===== src/rtl/hex_display_scanner.sv =====
// Time-multiplexed seven-segment scanner: snapshots a packed hex value once per frame
// and lights one digit per slot with dead time, decimal points and leading-zero blanking.
module hex_display_scanner #(
  parameter int unsigned NUM_DIGITS     = 4,
  parameter int unsigned CLKS_PER_DIGIT = 50000,
  parameter int unsigned BLANK_CYCLES   = 100,
  parameter int unsigned SEG_ACTIVE_LOW = 1,
  parameter int unsigned AN_ACTIVE_LOW  = 1
) (
  input  logic                    clk,
  input  logic                    rst,
  input  logic [4*NUM_DIGITS-1:0] value,
  input  logic [NUM_DIGITS-1:0]   dp_in,
  input  logic [NUM_DIGITS-1:0]   digit_en,
  input  logic                    lzb_en,
  output logic [6:0]              seg,
  output logic                    dp,
  output logic [NUM_DIGITS-1:0]   an,
  output logic                    frame_done
);

  localparam int unsigned PCNT_W = $clog2(CLKS_PER_DIGIT);
  localparam int unsigned IDX_W  = (NUM_DIGITS > 1) ? $clog2(NUM_DIGITS) : 1;
  localparam int unsigned VAL_W  = 4 * NUM_DIGITS;

  localparam logic [PCNT_W-1:0] PCNT_LAST = PCNT_W'(CLKS_PER_DIGIT - 1);
  localparam logic [IDX_W-1:0]  IDX_LAST  = IDX_W'(NUM_DIGITS - 1);
  localparam logic              SEG_INV   = (SEG_ACTIVE_LOW != 0);
  localparam logic              AN_INV    = (AN_ACTIVE_LOW != 0);

  localparam logic [6:0]            SEG_OFF = {7{SEG_INV}};
  localparam logic [NUM_DIGITS-1:0] AN_OFF  = {NUM_DIGITS{AN_INV}};

  logic [PCNT_W-1:0]     pcnt_q, pcnt_d;
  logic [IDX_W-1:0]      idx_q, idx_d;
  logic [VAL_W-1:0]      value_q;
  logic [NUM_DIGITS-1:0] dp_snap_q;
  logic [NUM_DIGITS-1:0] en_snap_q;
  logic                  lzb_q;
  logic                  primed_q;
  logic                  frame_done_q, frame_done_d;
  logic [6:0]            seg_q, seg_d;
  logic                  dp_q, dp_d;
  logic [NUM_DIGITS-1:0] an_q, an_d;

  logic                  tick;
  logic                  frame_start;
  logic                  slot_open;
  logic                  lit;
  logic [3:0]            nib;
  logic [NUM_DIGITS-1:0] lzb_blank;

  function automatic logic [6:0] glyph(input logic [3:0] n);
    case (n)
      4'h0: glyph = 7'h3F;
      4'h1: glyph = 7'h06;
      4'h2: glyph = 7'h5B;
      4'h3: glyph = 7'h4F;
      4'h4: glyph = 7'h66;
      4'h5: glyph = 7'h6D;
      4'h6: glyph = 7'h7D;
      4'h7: glyph = 7'h07;
      4'h8: glyph = 7'h7F;
      4'h9: glyph = 7'h6F;
      4'hA: glyph = 7'h77;
      4'hB: glyph = 7'h7C;
      4'hC: glyph = 7'h39;
      4'hD: glyph = 7'h5E;
      4'hE: glyph = 7'h79;
      default: glyph = 7'h71;
    endcase
  endfunction

  // Dead time at the start of each slot keeps the previous digit from ghosting.
  if (BLANK_CYCLES == 0) begin : g_no_blank
    assign slot_open = 1'b1;
  end else begin : g_blank
    assign slot_open = (pcnt_q >= PCNT_W'(BLANK_CYCLES));
  end

  // Prescaler and digit index.
  always_comb begin
    tick        = (pcnt_q == PCNT_LAST);
    frame_start = tick && (idx_q == IDX_LAST);
    pcnt_d      = tick ? '0 : pcnt_q + PCNT_W'(1);
    idx_d       = idx_q;
    if (tick) begin
      idx_d = (idx_q == IDX_LAST) ? '0 : idx_q + IDX_W'(1);
    end
    frame_done_d = frame_start;
  end

  // A digit is blanked while it and every digit above it are zero with no dp.
  always_comb begin
    logic zero_run;
    zero_run  = lzb_q;
    lzb_blank = '0;
    for (int i = NUM_DIGITS - 1; i >= 0; i--) begin
      zero_run     = zero_run && (value_q[4*i +: 4] == 4'h0) && !dp_snap_q[i];
      lzb_blank[i] = zero_run && (i != 0);
    end
  end

  always_comb begin
    nib   = value_q[{idx_q, 2'b00} +: 4];
    lit   = primed_q && slot_open && en_snap_q[idx_q] && !lzb_blank[idx_q];
    an_d  = AN_OFF;
    seg_d = SEG_OFF;
    dp_d  = SEG_INV;
    if (lit) begin
      an_d  = (NUM_DIGITS'(1) << idx_q) ^ AN_OFF;
      seg_d = glyph(nib) ^ SEG_OFF;
      dp_d  = dp_snap_q[idx_q] ^ SEG_INV;
    end
  end

  always_ff @(posedge clk or posedge rst) begin
    if (rst) begin
      pcnt_q       <= PCNT_LAST;
      idx_q        <= IDX_LAST;
      value_q      <= '0;
      dp_snap_q    <= '0;
      en_snap_q    <= '0;
      lzb_q        <= 1'b0;
      primed_q     <= 1'b0;
      frame_done_q <= 1'b0;
      seg_q        <= SEG_OFF;
      dp_q         <= SEG_INV;
      an_q         <= AN_OFF;
    end else begin
      pcnt_q       <= pcnt_d;
      idx_q        <= idx_d;
      frame_done_q <= frame_done_d;
      seg_q        <= seg_d;
      dp_q         <= dp_d;
      an_q         <= an_d;
      if (frame_start) begin
        value_q   <= value;
        dp_snap_q <= dp_in;
        en_snap_q <= digit_en;
        lzb_q     <= lzb_en;
        primed_q  <= 1'b1;
      end
    end
  end

  assign seg        = seg_q;
  assign dp         = dp_q;
  assign an         = an_q;
  assign frame_done = frame_done_q;

endmodule

===== config.mk =====
export PLATFORM = sky130hd
export DESIGN_NAME = hex_display_scanner
export DESIGN_NICKNAME = d
export VERILOG_FILES = /design/src/rtl/hex_display_scanner.sv
export SDC_FILE = /design/constraint.sdc
export NUM_CORES = 1
export LEC_CHECK = 0
export CAP_MARGIN = 25
export CORE_MARGIN = 2
export CORE_UTILIZATION = 55
export DETAILED_ROUTE_END_ITERATION = 10
export PLACE_DENSITY = 0.92
export RECOVER_POWER = 50
export SLEW_MARGIN = 10
export SYNTH_ARGS = -nofsm -noshare
export SYNTH_HDL_FRONTEND = slang
export SYNTH_SLANG_ARGS = --single-unit

===== constraint.sdc =====
create_clock -name clk -period 2.65 [get_ports clk]
set_clock_uncertainty 0.1 [all_clocks]
set_input_delay 0.53 -clock clk [delete_from_list [all_inputs] [get_ports clk]]
set_output_delay 0.53 -clock clk [all_outputs]
set_load 0.02 [all_outputs]

Word level (Yosys, flattened, before mapping):

Memories as Yosys holds them, arrays and structs flattened.
Index checks and enable logic that the tools add are counted.

* logic and storage cells: 52
* memories: 1
* bits in read-only memories: 112
* flip-flop bits (word level): 57
* bits of input ports: 27
* output and inout bits: 13

Memory list
* (name not given): words 16, width 7, rd ports 1, clocked after Yosys merged registers in 0, wr ports 0, RTL line 54 `case (n)`

* multiplexer cells: 12
* equality and inequality tests: 2
* reductions and logical operators: 17
* shift operators: 2
* add/subtract/negate cells: 2
* bitwise operators: 3
* order comparisons: 2

Operators with widths (number)
* $add 16x1->16 const B: 1
* $eq 16x16->1 const B: 1
* $ge 16x7->1 const B: 1
* $mux 16: 1
* $shiftx 16x5->4: 1
* $mux 7: 2
* $logic_not 4->1: 3
* $logic_and 1x1->1: 10
* $not 7->7: 1
* $bmux 1 s2: 3
* $logic_not 1->1: 4
* $mux 1: 4
* $mux 4: 1
* $not 4->4: 1
* $shl 1x2->4 const A: 1
* $lt 2x3->1 const B: 1
* $add 2x1->2 const B: 1
* $eq 2x2->1 const B: 1
* $mux 2: 1
* $not 1->1: 1

Longest topological paths before layout:

Gate-level depths: netlist of the first run.

* depth in word-level cells: 14
* depth in mapped cells: 8
* mapped depth without buffers: 7

Least setup slack after synthesis of the first run:

OpenSTA, ideal clock, no wires.

* path type: register to register
* start point: reg idx_q[0]
* end point: reg seg_q[0], in the netlist seg[0]
* path buffers: 1
* required time: 2.449 ns
* path slack: 0.427 ns
* library setup time: 0.101 ns
* clock period less this slack: 2.223 ns
* arrival time: 2.023 ns
* cell stages (with the launch flop): 8
* cells stage by stage: dfstp_2 buf_2 mux4_2 inv_1 ha_1 or4_1 nand4_1 o311ai_0

* longest elaborated chain between the ends: 5
* elaborated cells on any way between the ends: 12
* classes of those cells: shift: 1; mux: 6; bitwise: 1; reduce/logical: 3; memory: 1

RTL lines
* from (decl): RTL line 35 `logic [IDX_W-1:0] idx_q, idx_d;`
* from (signal assigned): RTL line 132 `idx_q <= idx_d;`
* $shiftx 16x5->4 / $bmux 1 s2 (equally long branches): RTL line 105, 106
* $mem_v2 16x7 / $mux 1 (equally long branches)
* $mux 7, or another cell as far along: RTL line 110 `if (lit) begin`
* $not 7->7 (no line) / $logic_and 1x1->1 (equally long branches)
* $mux 7 (*): RTL line 110
* net seg_d[0]: RTL line 42 `logic [6:0] seg_q, seg_d;`
* to (signal assigned): RTL line 134 `seg_q <= seg_d;`
* to (decl): RTL line 42

Mark *: on every way through the listed nets, which the timed path passes. The rest lies on a longest branch. The select of a mux whose other input is x is not followed.
A chain may end at the register's enable or synchronous reset.

Final worst setup path of the first run:

* start point: reg idx_q[1]
* end point: reg seg_q[0], in the netlist seg[0]

The elaborated chain is that of the path after synthesis.

==> results of run 1 <==
==> per-layer routing <==
layer	global-route usage, %	wire length [um]	up-vias
met5	0	0	-
met4	11.75	159	0
met3	4.368	286	17
met2	32.67	2766	75
met1	28.35	2631	991
li1	-	-	966
==> per-stage QoR <==
stage | hold slack, ns | total power [mW] | instance area [um2] | instances | util, %
after global placement | 0.3807 | 1.056 | 3510 | 346 | 64.93
after global routing | 0.4313 | 1.925 | 3701 | 362 | 68.47
after CTS | 0.4055 | 1.879 | 3716 | 362 | 68.75
after detailed placement | 0.3957 | 1.062 | 3510 | 346 | 64.93
after floorplan | 0.3547 | 0.9964 | 3040 | 239 | -
final | 0.4008 | 1.858 | 3701 | 362 | 68.47
==> final timing paths <==
| kind | start | endpoint | slack, ns | depth (start not counted) |
|---|---|---|---|---|
| setup / recovery | idx_q[1]$_DFFE_PP1N_ | seg[0]$_DFF_PP1_ | 0.23 | 7 |
| hold / removal | pcnt_q[13]$_DFF_PP0_ | pcnt_q[13]$_DFF_PP0_ | 0.40 | 1 |
| setup reg to reg | idx_q[1]$_DFFE_PP1N_ | seg[0]$_DFF_PP1_ | 0.23 | 7 |
| hold reg to reg | pcnt_q[13]$_DFF_PP0_ | pcnt_q[13]$_DFF_PP0_ | 0.40 | 1 |
| max in group asynchronous | rst | pcnt_q[12]$_DFF_PP0_ | 0.44 | 3 |
| min in group asynchronous | rst | value_q[3]$_DFFE_PP0P_ | 0.76 | 2 |
==> area by class of cell <==
class | count | area, um2 | share of cell area [%]
Multi-Input combinational cell | 161 | 1479 | 39.96
Clock buffer | 12 | 155.1 | 4.192
Tap cell | 72 | 90.09 | 2.434
Inverter | 12 | 45.04 | 1.217
Sequential cell | 57 | 1455 | 39.32
Timing Repair Buffer | 44 | 425.4 | 11.49
Clock inverter | 4 | 51.30 | 1.386
==> placed cells by master, fill, tap and decap left out, drive strengths merged, types with 2 or more instances in the layout <==
| cell | n |
|---|---|
| clkdlybuf4s50 | 37 |
| dfrtp | 34 |
| mux2 | 28 |
| dfstp | 23 |
| nand3 | 19 |
| nor2 | 15 |
| clkbuf | 13 |
| inv | 12 |
| nand4 | 11 |
| ha | 11 |
| mux2i | 7 |
| xnor2 | 7 |
| mux4 | 6 |
| xor2 | 6 |
| nor3 | 6 |
| buf | 4 |
| nand3b | 3 |
| nand2 | 3 |
| and2 | 3 |
| or4 | 3 |
| nor4b | 3 |
| o21bai | 2 |
| a21oi | 2 |
| a211o | 2 |
| nor4 | 2 |
| and3 | 2 |
| dlygate4sd3 | 2 |
| or4b | 2 |
| or2 | 2 |
| o311a | 2 |
| clkinv | 2 |
==> power groups by stage <==
| stage | Sequential [mW] | Combinational, mW | Clock, mW |
|---|---|---|---|
| after floorplan | 0.918 | 0.0787 | 0 |
| after global placement | 0.925 | 0.131 | 0 |
| after detailed placement | 0.927 | 0.135 | 0 |
| after CTS | 0.912 | 0.136 | 0.831 |
| after global routing | 0.915 | 0.144 | 0.866 |
| final | 0.913 | 0.131 | 0.814 |
==> cell families after synthesis <==
logic type	after synthesis
adders and majority gates	11
xor gates and xnor gates	13
buffers and inverters	21
AOI/OAI and AO/OA	16
muxes	41
DFF	57
and+or+nand+nor	80
==> sequential cells by signal, summed over array words and instances (netlist names) <==
signal      count
pcnt_q         16
value_q        16
seg             7
an              4
dp_snap_q       4
en_snap_q       4
idx_q           2
dp              1
frame_done      1
lzb_q           1
primed_q        1
==> critical path, stage by stage (launching register included) <==
cell and delay, ns:
dfstp_2 0.64, mux4_2 0.60, inv_1 0.14, ha_1 0.27, inv_1 0.10, nand4_1 0.09, nand4_1 0.08, o311ai_1 0.29
==> flow_metrics.py, run 1 <==
metrics = {
    "global_route": {
        "antenna_found_initial": 0,
        "first_global_vias": 2025,
        "grt_max_degree": 33,
        "grt_pass1_wl_um": 9936,
        "grt-ovfl-total": 0,
        "grt_use_total_pct": 21.26,
    },
    "sta": {
        "clock.fmax_ghz": 0.4138,
        "final.min_clock_period_ns": 2.417,
        "slew_headroom_pct": 36.04,
        "hold_viol_final": 0,
        "finalMaxSlewViolations": 0,
        "rsz0062_at_grt": "false",
        "final.setup.tns_ns": 0,
        "worst_slack_ns": 0.2333,
        "finalSetupViolCount": 0,
        "worst_slew_pin_slew_ns": 0.9583,
        "period_share_pct": 91.20,
    },
    "power": {
        "power_density_mw_per_mm2": 502.1,
        "max-vdd-ir-drop_v": 0.0005197,
        "power_frac_seq_pct": 49.1,
        "combPwrFrac_pct": 7.1,
        "power.switching_uw": 401.8,
        "p_leak_nw": 1.557,
        "p_clk_share_pct": 43.8,
        "swShare_pct": 21.62,
        "internal-power_mw": 1.457,
    },
    "final_layout": {
        "area_growth_pct": 21.73,
        "layout.nets": 323,
        "layout-drive-gt1-share_pct": 30.34,
        "num-fill-cells": 387,
        "antenna_cells": 0,
    },
    "synthesis": {
        "netlist_area_mm2": 0.003040,
        "synth_top_family_by_area": "multiplexers",
        "ys_seq_elements": 57,
        "syn_avg_cell_area_um2": 12.72,
        "syn_nets": 277,
        "yosys.area.top_type": "dfrtp_1",
        "synth_top_area_share_pct": 27.98,
        "synth.most_common_cell": "dfrtp_1",
        "synth-xor-area-share_pct": 3.745,
        "synthArstFlopShare_pct": 100.0,
        "synthAdderAreaFrac_pct": 4.527,
        "yosysSeqAreaShare_pct": 47.86,
        "yosys-mux-area-fraction_pct": 19.47,
        "synth-simple-area-share_pct": 16.38,
        "synthCells": 239,
        "synth_ff_type": "dfrtp_1",
        "synth.area.top_cells": "dfrtp_1 28%, dfstp_2 20%, mux2_4 9.4%",
        "ys.warnings.count": 0,
        "ys_types": 53,
        "synth_edf_count": 0,
        "synth_compound_area_share_pct": 4.527,
        "synthTopCellsByCount": "34 x dfrtp_1, 23 x dfstp_2, 19 x mux2_4",
    },
    "drt": {
        "drc": 0,
        "first_pass_iters": 4,
        "drt_iter0_markers": 150,
        "num_vias": 2049,
        "vias_per_cell": 5.660,
        "antenna_left": 0,
        "wl_per_cell_um": 16.14,
        "drt_wl_total_um": 5843,
    },
    "floorplanning": {
        "rows": 27,
        "die_y_um": 78.35,
        "ios": 40,
        "start_util_pct": 56.25,
        "die_area_mm2": 0.006139,
        "die_w_um": 78.35,
        "coreArea_mm2": 0.005405,
    },
    "clock_tree": {
        "clk_pin_slew_worst_paths_ns": 0.07,
        "cts_buffers": 9,
        "postCtsHoldBufs": 0,
        "cts_max_level": 3,
        "tritoncts": "done",
        "numClockSinks": 57,
        "clk_latency_ns": 0.33,
        "root_buffer": "clkbuf_8",
        "cts_buffer_depth": 2,
        "post_cts_buffers": 0,
        "postCtsResizedCells": 0,
    },
    "worst_hold_path": {
        "min_path_type": "reg2reg",
    },
    "worst_setup_path": {
        "worstSetupPathType": "reg2reg",
        "endpoint_kind": "flop",
        "arrival_ns": 2.55,
        "cp.required_ns": 2.78,
        "worst_setup_path_start_kind": "flop",
        "worstPathMaxFanout": 8,
    },
    "status": {
        "status": "completed",
    },
    "placed_design": {
        "pre_cts_ws_ns": 0.2234,
        "globalplace.congestion": 0.9707,
        "dp_hpwl_um": 4340,
        "port_buffers": 39,
    },
    "run": {
        "maxCapViolCount": 0,
    },
}
Power figures use the tool's default switching activity.
==> inputs of run 2 (changes only) <==
--- a/config.mk
+++ b/config.mk
@@ -9,9 +9,8 @@
 export CORE_MARGIN = 2
 export CORE_UTILIZATION = 55
 export DETAILED_ROUTE_END_ITERATION = 10
-export PLACE_DENSITY = 0.92
+export PLACE_DENSITY = 0.76
 export RECOVER_POWER = 50
-export SLEW_MARGIN = 10
 export SYNTH_ARGS = -nofsm -noshare
 export SYNTH_HDL_FRONTEND = slang
 export SYNTH_SLANG_ARGS = --single-unit
==> run 2 against run 1 <==
Critical path depth unchanged. Combinational power about the same. Fmax down 1.9%. Register-to-register slack worse by 0.05 ns. Global-route usage down 1.1 points. Design area down 0.20%. Worst setup slack worse by 0.048 ns. Utilization down 0.14 points. Non-clock buffer count up 1. Wire length down 4.9%. Total power down 0.69%. Critical endpoint unchanged. Largest cell class unchanged.
==> flow_metrics.py, run 2 (synthesized netlist as in run 1, its figures left out) <==
metrics = {
    "clock_tree": {
        "numClockSinks": 57,
        "clk_latency_ns": 0.34,
        "cts_max_level": 3,
        "postCtsResizedCells": 0,
        "cts_buffers": 9,
        "root_buffer": "clkbuf_8",
        "postCtsHoldBufs": 0,
        "clk_pin_slew_worst_paths_ns": 0.07,
        "tritoncts": "done",
        "cts_buffer_depth": 2,
        "post_cts_buffers": 0,
    },
    "worst_setup_path": {
        "worst_setup_path_start_kind": "flop",
        "timing.rr.end": "seg[0]$_DFF_PP1_",
        "cp_num_cells": 7,
        "cp_top_family": "flip-flops",
        "worstPathMaxFanout": 10,
        "crit_buf_inv": 2,
        "r2r_slack_ns": 0.19,
        "worstSetupStartpoint": "idx_q[1]$_DFFE_PP1N_",
        "worstSetupPathType": "reg2reg",
        "cp.required_ns": 2.77,
        "rr_startpoint": "idx_q[1]$_DFFE_PP1N_",
        "worstPathCellList": "mux4_2 > inv_1 > ha_1 > inv_1 > nand4_1 > nand4_1 > o311ai_0",
        "cp_slowest_cell": "dfstp_2",
        "cp_slowest_stage_delay_ns": 0.65,
        "arrival_ns": 2.59,
        "critPathCapture": "seg[0]$_DFF_PP1_",
        "endpoint_kind": "flop",
        "ff2ff_path_depth": 7,
    },
    "final_layout": {
        "fin_util_pct": 68.33,
        "mostFrequentLayoutCells": "37 x clkdlybuf4s50_1, 34 x dfrtp_1, 21 x dfstp_2",
        "area_growth_pct": 21.48,
        "num-fill-cells": 410,
        "layout.nets": 324,
        "layout-drive-gt1-share_pct": 30.58,
        "layout.cells.non_filler": 363,
        "finish.instance_area_mm2": 0.003694,
        "final_common_cell": "clkdlybuf4s50_1",
        "antenna_cells": 0,
    },
    "drt": {
        "drc": 0,
        "vias_per_cell": 5.493,
        "wl_per_cell_um": 15.31,
        "drt_wl_total_um": 5557,
        "antenna_left": 0,
        "num_vias": 1994,
        "drt_iter0_markers": 110,
        "first_pass_iters": 4,
    },
    "floorplanning": {
        "die_area_mm2": 0.006139,
        "die_w_um": 78.35,
        "rows": 27,
        "ios": 40,
        "coreArea_mm2": 0.005405,
        "start_util_pct": 56.25,
        "die_y_um": 78.35,
    },
    "placed_design": {
        "port_buffers": 39,
        "dp_cells": 347,
        "pre_cts_ws_ns": 0.2188,
        "dp_hpwl_um": 4047,
        "dpl_cell_area_mm2": 0.003505,
        "globalplace.congestion": 0.7791,
    },
    "sta": {
        "finalMaxSlewViolations": 0,
        "worst_slew_pin_slew_ns": 0.8396,
        "slew_headroom_pct": 43.96,
        "hold_viol_final": 0,
        "final.setup.tns_ns": 0,
        "worst_slack_ns": 0.1857,
        "hold_slack_ns": 0.3986,
        "rsz0062_at_grt": "false",
        "period_share_pct": 92.99,
        "finalSetupViolCount": 0,
        "clock.fmax_ghz": 0.4058,
        "final.min_clock_period_ns": 2.464,
    },
    "worst_hold_path": {
        "min_path_type": "reg2reg",
    },
    "global_route": {
        "grt-ovfl-total": 0,
        "antenna_found_initial": 0,
        "first_global_vias": 1973,
        "grt_pass1_wl_um": 9397,
        "grt_use_total_pct": 20.14,
        "grt_max_degree": 27,
    },
    "power": {
        "p_leak_nw": 1.557,
        "max-vdd-ir-drop_v": 0.0002897,
        "power.total_mw": 1.846,
        "power_density_mw_per_mm2": 499.7,
    },
    "status": {
        "status": "completed",
    },
    "run": {
        "maxCapViolCount": 0,
    },
}
## run 2: cell types whose count changed in the layout (fill, tap and decap cells not counted)
cell,previous run,this run
clkbuf_8,11,10
clkinv_2,1,4
clkinv_4,1,0
o311ai_0,0,1
o311ai_1,1,0
## run 2: worst min path at each step
stage | start | endpoint | slack (ns) | cells after the start
6_report | primed_q$_DFFE_PP0P_ | primed_q$_DFFE_PP0P_ | 0.40 | 1
5_1_grt | primed_q$_DFFE_PP0P_ | primed_q$_DFFE_PP0P_ | 0.41 | 1
2_1_floorplan | primed_q$_DFFE_PP0P_ | primed_q$_DFFE_PP0P_ | 0.35 | 1
3_3_place_gp | primed_q$_DFFE_PP0P_ | primed_q$_DFFE_PP0P_ | 0.37 | 1
4_1_cts | primed_q$_DFFE_PP0P_ | primed_q$_DFFE_PP0P_ | 0.40 | 1
3_5_place_dp | primed_q$_DFFE_PP0P_ | primed_q$_DFFE_PP0P_ | 0.38 | 1
## run 2: worst reg2reg max path, delay by kind of cell, from the launching register on
family | cells | cell delay [ns]
muxes | 1 | 0.61
adders and majority gates | 1 | 0.25
and+or+nand+nor | 2 | 0.17
DFF | 1 | 0.65
AOI/OAI and AO/OA | 1 | 0.34
buffers and inverters | 2 | 0.24
## run 2: area by class of cell
type,count,area [um2],share of cell area [%]
clock inverter,6,57.56,1.558
clock buffer,10,137.6,3.726
timing repair buffer,45,429.2,11.62
tap,72,90.09,2.439
sequential,57,1455,39.40
inverter,12,45.04,1.220
multi-input combinational,161,1479,40.04
## run 2: metal layers
metal / part of all wire [%] / GRT usage, % / up-vias
met1: 47 / 27.04 / 981
met4: 2.4 / 10.53 / 0
li1: - / - / 964
met2: 47 / 31.47 / 38
met3: 3.2 / 3.563 / 11
met5: 0 / 0 / -
## run 2: where the power goes
part	internal, mW	total (mW)	switching (mW)
Combinational	0.0800	0.130	0.0499
Clock	0.452	0.804	0.351
Sequential	0.891	0.912	0.0206
